`config.mk`:
```
export PLATFORM = sky130hd
export DESIGN_NAME = sram_ctrl
export DESIGN_NICKNAME = d
export VERILOG_FILES = /design/src/rtl/sram_ctrl.sv
export SDC_FILE = /design/constraint.sdc
export NUM_CORES = 1
export LEC_CHECK = 0
export CAP_MARGIN = 20
export CORE_ASPECT_RATIO = 1.2
export CORE_UTILIZATION = 35
export DETAILED_ROUTE_END_ITERATION = 10
export PLACE_DENSITY_LB_ADDON = 0.05
export SYNTH_ARGS = -nofsm -noshare
export SYNTH_HDL_FRONTEND = slang
export SYNTH_SLANG_ARGS = --single-unit
```
`constraint.sdc`:
```
create_clock -name clk -period 1.2 [get_ports clk]
set_input_delay 0.18 -clock clk [delete_from_list [all_inputs] [get_ports clk]]
set_output_delay 0.18 -clock clk [all_outputs]
set_load 0.05 [all_outputs]
```
`src/rtl/sram_ctrl.sv`:
```
// sram_ctrl: valid/ready front end for a single-port DEPTH x DATA_W sram; SRAM_CLEAR_EN adds a post-reset zero-fill.
module sram_ctrl #(
  parameter int ADDR_W = 4,
  parameter int DATA_W = 8
) (
  input  logic              clk,
  input  logic              rst_n,
  input  logic              req_valid,
  output logic              req_ready,
  input  logic              req_we,
  input  logic [ADDR_W-1:0] req_addr,
  input  logic [DATA_W-1:0] req_wdata,
  output logic              rsp_valid,
  input  logic              rsp_ready,
  output logic [DATA_W-1:0] rsp_rdata,
  output logic [ADDR_W-1:0] mem_addr,
  output logic [DATA_W-1:0] mem_wdata,
  output logic              mem_we,
  input  logic [DATA_W-1:0] mem_rdata
);
  localparam logic [1:0] IDLE = 2'd0, ACCESS = 2'd1, RESP = 2'd2;
`ifdef SRAM_CLEAR_EN
  localparam logic [1:0] INIT = 2'd3;
  localparam logic [1:0] RST_ST = INIT;
  logic [ADDR_W-1:0] cnt_q, cnt_d;
`else
  localparam logic [1:0] RST_ST = IDLE;
`endif
  logic [1:0]        state_q, state_d;
  logic              we_q, we_d;
  logic [ADDR_W-1:0] addr_q, addr_d;
  logic [DATA_W-1:0] wdata_q, wdata_d;
  logic [DATA_W-1:0] rdata_q, rdata_d;
  logic              accept;
  always_comb begin
    accept  = state_q == IDLE && req_valid;
    state_d = accept ? ACCESS :
              state_q == ACCESS ? RESP :
              (state_q == RESP && rsp_ready) ? IDLE : state_q;
    we_d    = accept ? req_we : we_q;
    addr_d  = accept ? req_addr : addr_q;
    wdata_d = accept ? req_wdata : wdata_q;
    rdata_d = state_q == ACCESS ? (we_q ? wdata_q : mem_rdata) : rdata_q;
`ifdef SRAM_CLEAR_EN
    cnt_d   = (state_q == INIT && cnt_q != '1) ? cnt_q + 1'b1 : cnt_q;
    state_d = (state_q == INIT && cnt_q == '1) ? IDLE : state_d;
`endif
  end
  always_ff @(posedge clk or negedge rst_n) begin
    if (!rst_n) begin
      state_q <= RST_ST;
      we_q    <= 1'b0;
      addr_q  <= '0;
      wdata_q <= '0;
      rdata_q <= '0;
`ifdef SRAM_CLEAR_EN
      cnt_q   <= '0;
`endif
    end else begin
      state_q <= state_d;
      we_q    <= we_d;
      addr_q  <= addr_d;
      wdata_q <= wdata_d;
      rdata_q <= rdata_d;
`ifdef SRAM_CLEAR_EN
      cnt_q   <= cnt_d;
`endif
    end
  end
  assign req_ready = state_q == IDLE;
  assign rsp_valid = state_q == RESP;
  assign rsp_rdata = rdata_q;
`ifdef SRAM_CLEAR_EN
  // rst_n gating keeps the fill from writing while reset is still held
  assign mem_addr  = state_q == INIT ? cnt_q : addr_q;
  assign mem_wdata = state_q == INIT ? '0 : wdata_q;
  assign mem_we    = rst_n && (state_q == INIT || (state_q == ACCESS && we_q));
`else
  assign mem_addr  = addr_q;
  assign mem_wdata = wdata_q;
  assign mem_we    = state_q == ACCESS && we_q;
`endif
endmodule

```
After elaboration in Yosys (flattened, before gate mapping)

Cells that the tools add are included.

Logic and storage cells: 16
Output and inout port bits: 23
Register bits after elaboration: 23
Input port bits: 25

Equal/unequal tests: 2
Reduce and logical (&&, ||, !) cells: 5
Muxes and demuxes: 4

Operator list:

| kind                 | count |
|---|---|
| $mux W8              | 1 |
| $mux W2              | 3 |
| $logic_and A1 B1 Y1  | 3 |
| $reduce_bool A3 Y1   | 1 |
| $eq A2 B1 Y1 const B | 1 |
| $eq A2 B2 Y1 const B | 1 |
| $logic_not A2 Y1     | 1 |

Depth between registers and ports, before layout

Word-level depth: 5
Depth in mapped cells: 3
Mapped depth without buffers: 2

Worst setup path before layout

Ideal clock, no wire load.

Path kind: register to output
Start point: register state_q[1]
End point: output port rsp_valid
Data arrival time: 1.171 ns
Stages on the path, launching flop included: 2
Path slack: -0.151 ns
Data required time: 1.020 ns
Path through: dfrtp_1 > nor2b_1

Cells in the longest elaborated chain, start to end: 1

Ends and longest elaborated chain:

| what                   | RTL line | source |
|---|---|---|
| start, declared        | 29       | `logic [1:0] state_q, state_d;` |
| start signal, assigned | 60       | `state_q <= state_d;` |
| $eq A2 B2 Y1           | 71       | `assign rsp_valid = state_q == RESP;` |
| end, declared          | 13       | `output logic rsp_valid,` |

Every way passes these cells.

Worst setup path after layout

Start point: register state_q[1]
End point: register wdata_q[0] (netlist: mem_wdata[0])

Cells in the longest elaborated chain, start to end: 2

Ends and longest elaborated chain:

| what                 | RTL line | source |
|---|---|---|
| $logic_not A2 Y1     | 36       | `accept = state_q == IDLE && req_valid;` |
| $logic_and A1 B1 Y1  | 36       |  |
| end signal, assigned | 63       | `wdata_q <= wdata_d;` |
| end, declared        | 32       | `logic [DATA_W-1:0] wdata_q, wdata_d;` |

Every way passes these cells.
A chain may end at the register's enable or synchronous reset.

==> impl_metrics.env <==
export IMPL_dieArea_mm2=0.00303
export IMPL_critPathTopFamily="flip-flops"
export IMPL_crit_fanout=7
export IMPL_num_vias=741
export IMPL_die_y_um=60.1
export IMPL_syn_area_um2=986
export IMPL_grt_pass1_vias=757
export IMPL_internal_power_mw=4.04
export IMPL_syn_instance_count=63
export IMPL_drtPass1Iterations=2
export IMPL_drt_antenna_violating_nets=0
export IMPL_viasPerCell=4.66
export IMPL_path_clk_slew_ns=0.12
export IMPL_drive_above_1_share=0.635
export IMPL_syn_avg_cell_area_um2=15.6
export IMPL_run_status="finished, violations left"
export IMPL_syn_nets=88
export IMPL_pwr_share_comb=0.708
export IMPL_power_switching_mw=2.86
export IMPL_core_area_mm2=0.00260
export IMPL_maxCapViolCount=0
export IMPL_startpoint_type="flop"
export IMPL_clock_sinks=23
export IMPL_finClkSkew_ns=0.00301
export IMPL_power_static_leakage_nw=0.907
export IMPL_max_stage_delay_ns=0.46
export IMPL_violations="negative setup slack"
export IMPL_antenna_cells=0
export IMPL_irDropWorstVdd_mv=2.07
export IMPL_power_frac_clock=0.051
export IMPL_synth_seq_cells=23
export IMPL_cts_htree_levels=1
export IMPL_yosysSeqAreaShare=0.584
export IMPL_worst_path_buf_inv=2
export IMPL_pre_cts_slack_ns=-0.283
export IMPL_clk_latency_ns=0.30
export IMPL_cts_max_path_buffers=2
export IMPL_drc=0
export IMPL_io_pins=48
export IMPL_drv_slew=0
export IMPL_grt_overflow=0
export IMPL_setup_tns_ns=-4.04
export IMPL_cts_tree="built"
export IMPL_antenna_found_initial=0
export IMPL_worst_pin_slew_ns=0.202
export IMPL_path_common_cell="buf_6"
export IMPL_gp_congestion=0.636
export IMPL_clockRootBuffer="clkbuf_4"
export IMPL_r2r_start="state_q[1]"
export IMPL_areaGrowthSynthToFinish_pct=101
export IMPL_drt_wl_total_um=2500
export IMPL_powerDensity_mw_per_mm2=3480
export IMPL_setup_viol=25
export IMPL_max_slew_margin=0.865
export IMPL_row_count=20
export IMPL_grt_max_degree=24
export IMPL_yosysUniqueCellTypes=11
export IMPL_clock_fmax_mhz=703
export IMPL_period_needed_ns=1.42
export IMPL_hp_class="in -> async"
export IMPL_cp_required_ns=1.40
export IMPL_grt_pass1_wl_um=3790
export IMPL_post_route_period_util=1.19
export IMPL_start_util=0.379
export IMPL_pwr_share_seq=0.241
export IMPL_critical_path_class="reg -> reg"
export IMPL_post_drt_wl_per_cell_um=15.7
export IMPL_crit_path_cell_trace="buf_6, nor3b_4, buf_6, mux2_4"
export IMPL_die_x_um=50.5
export IMPL_cts_inserted_buffers=3
export IMPL_cp_startpoint="state_q[1]"
export IMPL_setup_slack_ns=-0.223
export IMPL_arrival_ns=1.63
export IMPL_hold_ws_ns=0.205
export IMPL_worstSetupEndpointType="flop"
export IMPL_grt_setup_unrepaired="true"
export IMPL_post_dp_hpwl_um=1640
export IMPL_critPathSlowestCell="dfrtp_2"
export IMPL_synth_warnings=0
export IMPL_port_buffers=47
export IMPL_drt_iter0_drc=6
export IMPL_nets=152
export IMPL_hold_viol=0
export IMPL_track_usage=0.173
export IMPL_netSwitchingFraction=0.415
-- layout make-up --
type | count | area, um^2
timing repair buffer | 62 | 852
fill | 169 | 618
sequential | 23 | 581
multi-input combinational | 36 | 479
tap | 33 | 41.3
clock buffer | 3 | 22.5
clock inverter | 1 | 5.00
inverter | 1 | 3.75
-- cells by family after synthesis --
family / Yosys count / synth area share
AO/OA/AOI/OAI: 2 / 0.0152
buffers and inverters: 4 / 0.0279
flip-flops: 23 / 0.584
multiplexers: 29 / 0.331
AND/OR/NAND/NOR: 5 / 0.0419
-- worst paths after layout --
path,depth (start not counted),end,slack (ns)
max in group asynchronous,2,mem_wdata[7],0.84
min in group clk,3,state_q[1],0.45
max reg2reg,4,mem_wdata[0],-0.22
max,4,mem_wdata[0],-0.22
min,2,state_q[0],0.21
min reg2reg,1,rsp_rdata[5],0.59
-- state kept, by name (all words and copies together), names as in the netlist --
| signal | cells |
|---|---|
| mem_wdata | 8 |
| rsp_rdata | 8 |
| mem_addr | 4 |
| state_q | 2 |
| we_q | 1 |
-- cells in the mapped netlist --
library cell   n  area [um^2]
a21o_1         2         15.0
and2_1         1         6.26
buf_2          1         5.00
buf_4          1         7.51
buf_6          1         11.3
dfrtp_1       23          576
inv_1          1         3.75
mux2_2        29          327
nor2_1         1         3.75
nor2b_1        2         12.5
nor3b_4        1         18.8
-- what timing repair did --
item                       CTS  global route
gates resized for setup     10            23
hold buffers                 0             0
setup endpoints to repair   24            25
pin swaps                    0             1
buffers inserted             4             6
-- layer usage --
metal / up-vias / track usage / part of all wire
met1: 363 / 0.217 / 0.43
met2: 29 / 0.299 / 0.51
met4: 0 / 0.0595 / 0.010
met3: 4 / 0.0305 / 0.053
met5: - / 0 / 0
li1: 345 / - / -
-- cell usage in the layout, fill, tap and decap left out --
| cell | synthesis | final |
|---|---|---|
| clkbuf_4 | 0 | 3 |
| nor2b_4 | 0 | 2 |
| and2_4 | 0 | 1 |
| dfrtp_1 | 23 | 19 |
| nor3b_4 | 1 | 1 |
| nor2_4 | 0 | 1 |
| buf_12 | 0 | 24 |
| a21o_1 | 2 | 2 |
| inv_1 | 1 | 1 |
| clkdlybuf4s50_1 | 0 | 24 |
| mux2_2 | 29 | 10 |
| buf_4 | 1 | 7 |
| mux2_4 | 0 | 19 |
| dfrtp_2 | 0 | 4 |
| buf_6 | 1 | 7 |
| clkinv_2 | 0 | 1 |
-- power groups by stage --
stage	clock network (mW)	registers [mW]	logic, mW
floorplan	0	2.66	1.06
global placement	0	1.67	4.22
detailed placement	0	1.67	4.30
CTS	0.370	1.66	4.48
global route	0.401	1.72	5.05
finish	0.351	1.66	4.88
-- worst register-to-register path: stages (launching register included) --
cell     delay (ns)
dfrtp_2        0.46
buf_6          0.13
nor3b_4        0.23
buf_6          0.19
mux2_4         0.31
-- through the flow --
stage | cell area [um^2] | util | power (mW) | std cells
global route | 1980 | 0.763 | 7.17 | 159
detailed placement | 1790 | 0.688 | 5.97 | 148
floorplan | 998 | - | 3.72 | 63
finish | 1980 | 0.763 | 6.90 | 159
CTS | 1870 | 0.720 | 6.52 | 155
global placement | 1790 | 0.688 | 5.89 | 148
Note: power is estimated with default switching activity, not from simulation.
